### config.mk
export PLATFORM = sky130hd
export DESIGN_NAME = vertex_proj_flat
export DESIGN_NICKNAME = d
export VERILOG_FILES = /design/src/rtl/proj_pkg.sv /design/src/rtl/vertex_proj_if.sv /design/src/rtl/seq_divider.sv /design/src/rtl/vertex_proj.sv /design/src/flat_wrapper.sv
export SDC_FILE = /design/constraint.sdc
export NUM_CORES = 2
export LEC_CHECK = 0
export ABC_AREA = 1
export BUFFER_PORTS_ARGS = -buffer_cell sky130_fd_sc_hd__buf_4
export CAP_MARGIN = 40
export CORE_MARGIN = 2
export CORE_UTILIZATION = 60
export CTS_BUF_LIST = sky130_fd_sc_hd__clkbuf_8
export CTS_CLUSTER_SIZE = 20
export DETAILED_ROUTE_END_ITERATION = 10
export PLACE_DENSITY = 0.81
export RECOVER_POWER = 100
export SLEW_MARGIN = 20
export SYNTH_ARGS = -nofsm -noshare
export SYNTH_HDL_FRONTEND = slang
export SYNTH_HIERARCHICAL = 1
export SYNTH_SLANG_ARGS = --single-unit
### constraint.sdc
create_clock -name clk_in -period 8 [get_ports clk_in]
set_input_delay 1.2 -clock clk_in [delete_from_list [all_inputs] [get_ports clk_in]]
set_output_delay 1.2 -clock clk_in [all_outputs]
set_load 0.02 [all_outputs]
### src/rtl/proj_pkg.sv
// Shared types and helpers for the vertex projector: FSM states, product
// width and the unsigned pixel-range saturation used on the output stage.
package proj_pkg;

  typedef enum logic [2:0] {
    ST_IDLE = 3'd0,
    ST_DIV  = 3'd1,
    ST_MUL  = 3'd2,
    ST_OUT  = 3'd3,
    ST_HOLD = 3'd4
  } state_e;

  localparam int SAT_W = 64;

  function automatic int prod_width(input int coord_w, input int div_w);
    return coord_w + div_w + 1;
  endfunction

  function automatic logic [SAT_W-1:0] out_max(input int out_w);
    return (64'd1 << out_w) - 64'd1;
  endfunction

  function automatic logic off_range(input logic signed [SAT_W-1:0] v, input int out_w);
    return (v < 64'sd0) || (v > $signed(out_max(out_w)));
  endfunction

  function automatic logic [31:0] saturate(input logic signed [SAT_W-1:0] v, input int out_w);
    logic [SAT_W-1:0] hi;
    hi = out_max(out_w);
    if (v < 64'sd0) return '0;
    if (v > $signed(hi)) return hi[31:0];
    return v[31:0];
  endfunction

endpackage

### src/rtl/vertex_proj_if.sv
// Vertex stream handshake between transform stage, projector and triangle setup.
interface vertex_proj_if #(
  parameter int COORD_W = 16,
  parameter int OUT_W   = 9
);
  logic                      valid_in;
  logic                      ready_out;
  logic [2:0][COORD_W-1:0]   coor_in;
  logic                      obj_done_in;
  logic [2:0][OUT_W-1:0]     coor_out;
  logic                      clip_out;
  logic                      valid_out;
  logic                      obj_done_out;
  logic                      ready_in;

  modport slave (
    input  valid_in, coor_in, obj_done_in, ready_in,
    output ready_out, coor_out, clip_out, valid_out, obj_done_out
  );

  modport master (
    output valid_in, coor_in, obj_done_in, ready_in,
    input  ready_out, coor_out, clip_out, valid_out, obj_done_out
  );
endinterface

### src/rtl/seq_divider.sv
// Unsigned restoring divider, one quotient bit per cycle; the start cycle
// already resolves the first bit, so done pulses DIV_W cycles after start.
module seq_divider #(
  parameter int DIV_W = 32
) (
  input  logic             clk_in,
  input  logic             rst_in,
  input  logic             start,
  input  logic [DIV_W-1:0] dividend,
  input  logic [DIV_W-1:0] divisor,
  output logic             busy,
  output logic             done,
  output logic [DIV_W-1:0] quotient
);
  localparam int CNT_W = $clog2(DIV_W + 1);

  logic [DIV_W-1:0] rem_q, rem_d, quo_q, quo_d, dvs_q, dvs_d;
  logic [CNT_W-1:0] cnt_q, cnt_d;
  logic             busy_q, busy_d, done_q, done_d;
  logic [DIV_W-1:0] src_rem, src_quo;
  logic [DIV_W:0]   trial;
  logic             take;

  always_comb begin
    src_rem = start ? '0 : rem_q;
    src_quo = start ? dividend : quo_q;
    dvs_d   = start ? divisor : dvs_q;
    trial   = {src_rem, src_quo[DIV_W-1]};
    take    = trial >= {1'b0, dvs_d};
    rem_d   = rem_q;
    quo_d   = quo_q;
    cnt_d   = cnt_q;
    busy_d  = busy_q;
    done_d  = 1'b0;
    // Dividend bits shift out of the top while quotient bits fill from below.
    if (start || busy_q) begin
      rem_d = take ? DIV_W'(trial - {1'b0, dvs_d}) : trial[DIV_W-1:0];
      quo_d = {src_quo[DIV_W-2:0], take};
    end
    if (start) begin
      cnt_d  = CNT_W'(DIV_W - 1);
      busy_d = 1'b1;
    end else if (busy_q) begin
      cnt_d = cnt_q - CNT_W'(1);
      if (cnt_q == CNT_W'(1)) begin
        busy_d = 1'b0;
        done_d = 1'b1;
      end
    end
  end

  always_ff @(posedge clk_in or posedge rst_in) begin
    if (rst_in) begin
      rem_q  <= '0;
      quo_q  <= '0;
      dvs_q  <= '0;
      cnt_q  <= '0;
      busy_q <= 1'b0;
      done_q <= 1'b0;
    end else begin
      rem_q  <= rem_d;
      quo_q  <= quo_d;
      dvs_q  <= dvs_d;
      cnt_q  <= cnt_d;
      busy_q <= busy_d;
      done_q <= done_d;
    end
  end

  assign busy     = busy_q;
  assign done     = done_q;
  assign quotient = quo_q;

endmodule

### src/rtl/vertex_proj.sv
// Fixed-point perspective projector: screen = C + FOCAL*coord/z using one
// shared reciprocal per vertex, with near-plane rejection and clip policy.
//   state | meaning
//   IDLE  | ready for a vertex; near check and divider start on accept
//   DIV   | reciprocal FOCAL*2^R_FRAC/z in progress
//   MUL   | scale x and y by the reciprocal
//   OUT   | phase 0 forms clipped/saturated results, phase 1 publishes them
//   HOLD  | result valid, waiting for downstream ready
module vertex_proj
  import proj_pkg::*;
#(
  parameter int COORD_W   = 16,
  parameter int FRAC_W    = 6,
  parameter int OUT_W     = 9,
  parameter int FOCAL     = 900,
  parameter int CX        = 180,
  parameter int CY        = 180,
  parameter int R_FRAC    = 16,
  parameter int DIV_W     = 32,
  parameter int NEAR_Z    = 64,
  parameter int CLIP_MODE = 0
) (
  input logic          clk_in,
  input logic          rst_in,
  vertex_proj_if.slave io
);
  localparam int PROD_W = prod_width(COORD_W, DIV_W);
  localparam logic [DIV_W-1:0] DIVIDEND = DIV_W'(FOCAL) << R_FRAC;

  if ((64'(FOCAL) << R_FRAC) >= (64'd1 << DIV_W) || NEAR_Z < 1 || OUT_W > 32 ||
      DIV_W <= COORD_W) begin : g_param_check
    $error("vertex_proj: illegal parameter combination");
  end

  state_e                     state_q, state_d;
  logic                       ready_q, ready_d, valid_q, valid_d;
  logic                       clip_q, clip_d, odone_q, odone_d;
  logic                       obj_q, obj_d, near_q, near_d, ph_q, ph_d;
  logic signed [COORD_W-1:0]  x_q, x_d, y_q, y_d, z_q, z_d;
  logic signed [PROD_W-1:0]   px_q, px_d, py_q, py_d;
  logic [2:0][OUT_W-1:0]      coor_q, coor_d;

  logic                       div_start, div_done, div_busy_unused;
  logic [DIV_W-1:0]           quot;
  logic signed [PROD_W-1:0]   prod_x, prod_y;
  logic signed [PROD_W:0]     sx, sy;
  logic signed [COORD_W-1:0]  z_int;
  logic [31:0]                sat_x, sat_y, sat_z;
  logic                       off, near_in;
  logic                       unused_sat;

  seq_divider #(.DIV_W(DIV_W)) u_div (
    .clk_in   (clk_in),
    .rst_in   (rst_in),
    .start    (div_start),
    .dividend (DIVIDEND),
    .divisor  ({{(DIV_W-COORD_W){1'b0}}, io.coor_in[0]}),
    .busy     (div_busy_unused),
    .done     (div_done),
    .quotient (quot)
  );

  always_comb begin
    state_d   = state_q;
    ready_d   = ready_q;
    valid_d   = valid_q;
    clip_d    = clip_q;
    odone_d   = odone_q;
    obj_d     = obj_q;
    near_d    = near_q;
    ph_d      = ph_q;
    x_d       = x_q;
    y_d       = y_q;
    z_d       = z_q;
    px_d      = px_q;
    py_d      = py_q;
    coor_d    = coor_q;
    div_start = 1'b0;

    near_in = SAT_W'($signed(io.coor_in[0])) <= SAT_W'(NEAR_Z);
    prod_x  = $signed(PROD_W'(x_q)) * $signed(PROD_W'({1'b0, quot}));
    prod_y  = $signed(PROD_W'(y_q)) * $signed(PROD_W'({1'b0, quot}));
    sx      = $signed({px_q[PROD_W-1], px_q}) + $signed((PROD_W+1)'(CX));
    sy      = $signed({py_q[PROD_W-1], py_q}) + $signed((PROD_W+1)'(CY));
    z_int   = z_q >>> FRAC_W;
    sat_x   = saturate(SAT_W'(sx), OUT_W);
    sat_y   = saturate(SAT_W'(sy), OUT_W);
    sat_z   = saturate(SAT_W'(z_int), OUT_W);
    off     = off_range(SAT_W'(sx), OUT_W) || off_range(SAT_W'(sy), OUT_W);

    case (state_q)
      ST_IDLE: begin
        ready_d = 1'b1;
        if (io.valid_in && ready_q) begin
          x_d     = $signed(io.coor_in[2]);
          y_d     = $signed(io.coor_in[1]);
          z_d     = $signed(io.coor_in[0]);
          obj_d   = io.obj_done_in;
          near_d  = near_in;
          ph_d    = 1'b0;
          ready_d = 1'b0;
          if (near_in) begin
            state_d = ST_OUT;
          end else begin
            div_start = 1'b1;
            state_d   = ST_DIV;
          end
        end
      end
      ST_DIV: begin
        if (div_done) state_d = ST_MUL;
      end
      ST_MUL: begin
        px_d    = prod_x >>> R_FRAC;
        py_d    = prod_y >>> R_FRAC;
        state_d = ST_OUT;
      end
      ST_OUT: begin
        if (!ph_q) begin
          ph_d = 1'b1;
          if (near_q) begin
            coor_d[2] = OUT_W'(CX);
            coor_d[1] = OUT_W'(CY);
            coor_d[0] = '0;
            clip_d    = 1'b1;
          end else begin
            coor_d[2] = (CLIP_MODE == 0) ? sat_x[OUT_W-1:0] : sx[OUT_W-1:0];
            coor_d[1] = (CLIP_MODE == 0) ? sat_y[OUT_W-1:0] : sy[OUT_W-1:0];
            coor_d[0] = sat_z[OUT_W-1:0];
            clip_d    = off;
          end
        end else begin
          ph_d    = 1'b0;
          valid_d = 1'b1;
          odone_d = obj_q;
          state_d = ST_HOLD;
        end
      end
      ST_HOLD: begin
        if (io.ready_in) begin
          valid_d = 1'b0;
          ready_d = 1'b1;
          state_d = ST_IDLE;
        end
      end
      default: state_d = ST_IDLE;
    endcase
  end

  always_ff @(posedge clk_in or posedge rst_in) begin
    if (rst_in) begin
      state_q <= ST_IDLE;
      ready_q <= 1'b0;
      valid_q <= 1'b0;
      clip_q  <= 1'b0;
      odone_q <= 1'b0;
      obj_q   <= 1'b0;
      near_q  <= 1'b0;
      ph_q    <= 1'b0;
      x_q     <= '0;
      y_q     <= '0;
      z_q     <= '0;
      px_q    <= '0;
      py_q    <= '0;
      coor_q  <= '0;
    end else begin
      state_q <= state_d;
      ready_q <= ready_d;
      valid_q <= valid_d;
      clip_q  <= clip_d;
      odone_q <= odone_d;
      obj_q   <= obj_d;
      near_q  <= near_d;
      ph_q    <= ph_d;
      x_q     <= x_d;
      y_q     <= y_d;
      z_q     <= z_d;
      px_q    <= px_d;
      py_q    <= py_d;
      coor_q  <= coor_d;
    end
  end

  assign unused_sat      = ^{sat_x, sat_y, sat_z};
  assign io.ready_out    = ready_q;
  assign io.valid_out    = valid_q;
  assign io.coor_out     = coor_q;
  assign io.clip_out     = clip_q;
  assign io.obj_done_out = odone_q;

endmodule

### src/flat_wrapper.sv
// flat-port wrapper written by rule: the top's interface ports become plain ports
module vertex_proj_flat import proj_pkg::*;
#(
  parameter int COORD_W   = 16,
  parameter int FRAC_W    = 6,
  parameter int OUT_W     = 9,
  parameter int FOCAL     = 900,
  parameter int CX        = 180,
  parameter int CY        = 180,
  parameter int R_FRAC    = 16,
  parameter int DIV_W     = 32,
  parameter int NEAR_Z    = 64,
  parameter int CLIP_MODE = 0
)
  (clk_in, rst_in, io_valid_in, io_coor_in, io_obj_done_in, io_ready_in, io_ready_out, io_coor_out, io_clip_out, io_valid_out, io_obj_done_out);
  vertex_proj_if #(.COORD_W(COORD_W), .OUT_W(OUT_W)) io_i ();
  input logic clk_in;
  input logic rst_in;
  input wire logic [$bits(io_i.valid_in)-1:0] io_valid_in;
  input wire logic [$bits(io_i.coor_in)-1:0] io_coor_in;
  input wire logic [$bits(io_i.obj_done_in)-1:0] io_obj_done_in;
  input wire logic [$bits(io_i.ready_in)-1:0] io_ready_in;
  output wire logic [$bits(io_i.ready_out)-1:0] io_ready_out;
  output wire logic [$bits(io_i.coor_out)-1:0] io_coor_out;
  output wire logic [$bits(io_i.clip_out)-1:0] io_clip_out;
  output wire logic [$bits(io_i.valid_out)-1:0] io_valid_out;
  output wire logic [$bits(io_i.obj_done_out)-1:0] io_obj_done_out;
  assign io_i.valid_in = io_valid_in;
  assign io_i.coor_in = io_coor_in;
  assign io_i.obj_done_in = io_obj_done_in;
  assign io_i.ready_in = io_ready_in;
  assign io_ready_out = io_i.ready_out;
  assign io_coor_out = io_i.coor_out;
  assign io_clip_out = io_i.clip_out;
  assign io_valid_out = io_i.valid_out;
  assign io_obj_done_out = io_i.obj_done_out;
  vertex_proj #(.COORD_W(COORD_W), .FRAC_W(FRAC_W), .OUT_W(OUT_W), .FOCAL(FOCAL), .CX(CX), .CY(CY), .R_FRAC(R_FRAC), .DIV_W(DIV_W), .NEAR_Z(NEAR_Z), .CLIP_MODE(CLIP_MODE)) u_core (.clk_in(clk_in), .rst_in(rst_in), .io(io_i));
endmodule
==> qor.yml <==
cts:
  clk_pin_slew_ps: 70
  cts_resized: 0
  holdBufCountCts: 0
  cts_tree: "built"
  cts_setup_buffers: 0
  cts_buffer_depth: 3
  htree_levels: 2
  cts_sinks: 249
  cts_root_buffer: "clkbuf_8"
  clkLatencyLatePin_ps: 780
  cts_buffers: 53
drt:
  first_pass_iters: 6
  drt_iter0_drc: 3490
  routed_wl_um: 162700
  ant_nets: 0
  via_per_inst: 5.497
  dr_total_vias: 45700
  drt_drc_violations_left: 0
  wire_per_inst_um: 19.57
logic_synthesis:
  synth_edf_count: 0
  yosysSeqAreaShare_pct: 12.25
  yosys_warnings: 6
  async_reset_ff_share_pct: 100.0
  synthFlopType: "dfrtp_1"
  yosys_register_bits: 249
  syn_area_per_cell_um2: 7.155
  synth_area_um2: 50860
  ys_types: 55
  syn_inst: 7108
floorplan:
  num_rows: 106
  coreArea_um2: 83820
  initial_core_util_pct: 60.68
  die_area_um2: 87110
  die_h_um: 295.2
  die-width_um: 295.2
  ios: 84
global_route:
  grt_pass1_vias: 48827
  track_usage_pct: 38.96
  grt_max_degree: 100
  antenna_found_initial: 7
  grt_pass1_wl_um: 259200
  grt-ovfl-total: 0
setup_path:
  path_cells: "clkbuf_1, nand2_1, inv_1, fa_1, inv_1, fa_1, fa_1, inv_1, fa_1, fa_1, inv_1, fa_1, inv_1, ha_1, a21oi_1, o21ai_0, a21oi_1, nand3_1, nand2_1, nand2_1, or2_2, nand3_1, o21ai_0"
  crit_required_ps: 8590
  cp_max_fo: 13
  crit_family: "adder cells"
  slowest_delay_ps: 910
  cp_num_buf_inv: 6
  cp-start-kind: "flip-flop"
  worstPathArrival_ps: 7780
  cp_common_cell: "fa_1"
  cp_slowest_cell: "dfrtp_1"
  path_class: "reg -> reg"
  end_kind: "flip-flop"
sta:
  setup_tns_ps: 0
  finClkSkew_ps: 76.80
  finalWorstPathRequiredPeriod_ps: 7190
  post-route-period-util_pct: 89.88
  setup_viol_count_final: 0
  timing.slew.headroom_pct: -191.3
  finalHoldViolCount: 0
  fmax_mhz: 139.1
  drv_slew: 179
  rsz0062_at_grt: "false"
  worst_pin_slew_ps: 4370
outcome:
  violations: "capacitance limit, slew limit"
  status: "complete, but fails checks"
placement:
  dp_hpwl_um: 129200
  io_buffer_count: 83
  place.gp.congestion: 1.017
hold_path:
  hp-class: "reg -> reg"
finish:
  syn_to_final_growth_pct: 6.546
  final_nets: 8362
  layout-drive-gt1-share_pct: 5.851
  utilization_pct: 64.65
flow_run:
  max_cap_viol_count: 4
## cell usage after synthesis (all sizes together), types with 4 or more instances
library cell | n | area, um^2
a211oi | 5 | 37.54
a21boi | 8 | 60.06
a21o | 8 | 60.06
a21oi | 148 | 752.0
a31oi | 30 | 187.7
a32o | 9 | 90.09
buf | 33 | 163.9
clkbuf | 244 | 915.9
clkinv | 4 | 15.01
dfrtp | 249 | 6231
fa | 835 | 16720
ha | 340 | 4254
inv | 1937 | 7271
mux2 | 40 | 450.4
nand2 | 2077 | 7865
nand3 | 255 | 1296
nand3b | 7 | 52.55
nand4 | 48 | 300.3
nor2 | 450 | 1778
nor3 | 23 | 115.1
nor4 | 8 | 50.05
o211ai | 10 | 75.07
o21a | 8 | 60.06
o21ai | 169 | 853.3
o21bai | 34 | 255.2
o221ai | 18 | 157.7
or2 | 61 | 381.6
xnor2 | 14 | 122.6
xor2 | 20 | 175.2
## metal layers
layer	track usage [%]	vias to the layer above	part of all wire [%]
met3	7.037	815	8.1
met5	0	-	0.042
li1	-	20609	-
met1	43.62	22017	35
met2	66.95	2249	48
met4	28.36	10	8.5
## logic make-up (layout without fill, tap and decap cells)
group / Yosys count / in the layout / synth area share [%]
compound gates: 457 / 457 / 5.260
xor+xnor: 34 / 34 / 0.5855
fa+ha+maj: 1175 / 1175 / 41.23
buf+inv: 2218 / 2242 / 16.45
flops: 249 / 249 / 12.25
mux: 40 / 40 / 0.8856
other cells: 2 / 50 / 0.01477
simple gates: 2933 / 2933 / 23.33
## worst reg2reg max path, delay by kind of cell (launching register included)
family          cells  cell delay, ps
compound gates      4             850
fa+ha+maj           7            3330
buf+inv             6            1100
flops               1             910
simple gates        6             890
## flip-flops by register name (all words and copies together), names as in the netlist
signal	count
u_core/px_q	33
u_core/py_q	33
u_core/u_div/dvs_q	32
u_core/u_div/quotient	32
u_core/u_div/rem_q	32
u_core/io.coor_out	27
u_core/x_q	16
u_core/y_q	16
u_core/z_q	10
u_core/u_div/cnt_q	6
u_core/state_q	3
u_core/io.clip_out	1
u_core/io.obj_done_out	1
u_core/io.ready_out	1
u_core/io.valid_out	1
u_core/near_q	1
u_core/obj_q	1
u_core/ph_q	1
u_core/u_div/busy	1
u_core/u_div/done	1
## area by class of cell
class                           instances  area [um^2]
Multi-Input combinational cell       4687        36430
Fill cell                            7364        29630
Inverter                             1941         7288
Sequential cell                       249         6241
Timing Repair Buffer                  202         1558
Tap cell                             1134         1419
Clock buffer                           66        908.4
Clock inverter                         33        336.6
Antenna cell                            2        5.005
## metrics by stage
stage | worst slack, ps | cells | hold slack, ps | instance area [um^2]
5_1_grt | 391.7 | 8313 | 494.1 | 54190
3_5_place_dp | 895.4 | 8207 | 465.7 | 53070
2_1_floorplan | 2292 | 7154 | 434.3 | 51030
4_1_cts | 861.5 | 8306 | 390.5 | 54310
6_report | 809.7 | 8314 | 476.8 | 54190
3_3_place_gp | 785.1 | 8192 | 452.2 | 52820
## cell usage in the layout (no fill, tap or decap), drive strengths merged, types with 23 or more instances in the layout
| cell | instances |
|---|---|
| a21oi | 148 |
| a31oi | 30 |
| buf | 158 |
| clkbuf | 110 |
| conb | 48 |
| dfrtp | 249 |
| fa | 835 |
| ha | 340 |
| inv | 1943 |
| mux2 | 40 |
| nand2 | 2077 |
| nand3 | 255 |
| nand4 | 48 |
| nor2 | 450 |
| nor3 | 23 |
| o21ai | 169 |
| o21bai | 34 |
| or2 | 61 |
## path summary, 6_finish.rpt
check                                                startpoint                                    to  slack [ps]  cells after the start
max                        u_core/u_div/quotient[9]$_DFFE_PP0P_           u_core/py_q[12]$_DFFE_PP0N_         810                     23
min                           u_core/u_div/cnt_q[5]$_DFFE_PP0P_     u_core/u_div/cnt_q[5]$_DFFE_PP0P_         480                      1
max reg2reg                u_core/u_div/quotient[9]$_DFFE_PP0P_           u_core/py_q[12]$_DFFE_PP0N_         810                     23
min reg2reg                   u_core/u_div/cnt_q[5]$_DFFE_PP0P_     u_core/u_div/cnt_q[5]$_DFFE_PP0P_         480                      1
max in group asynchronous                                rst_in            u_core/x_q[10]$_DFFE_PP0P_        2220                      3
min in group asynchronous                                rst_in  u_core/u_div/quotient[7]$_DFFE_PP0P_         510                      2
Power is not shown: default switching activity piles up to over one toggle a cycle in this logic, so the estimate is an artifact.
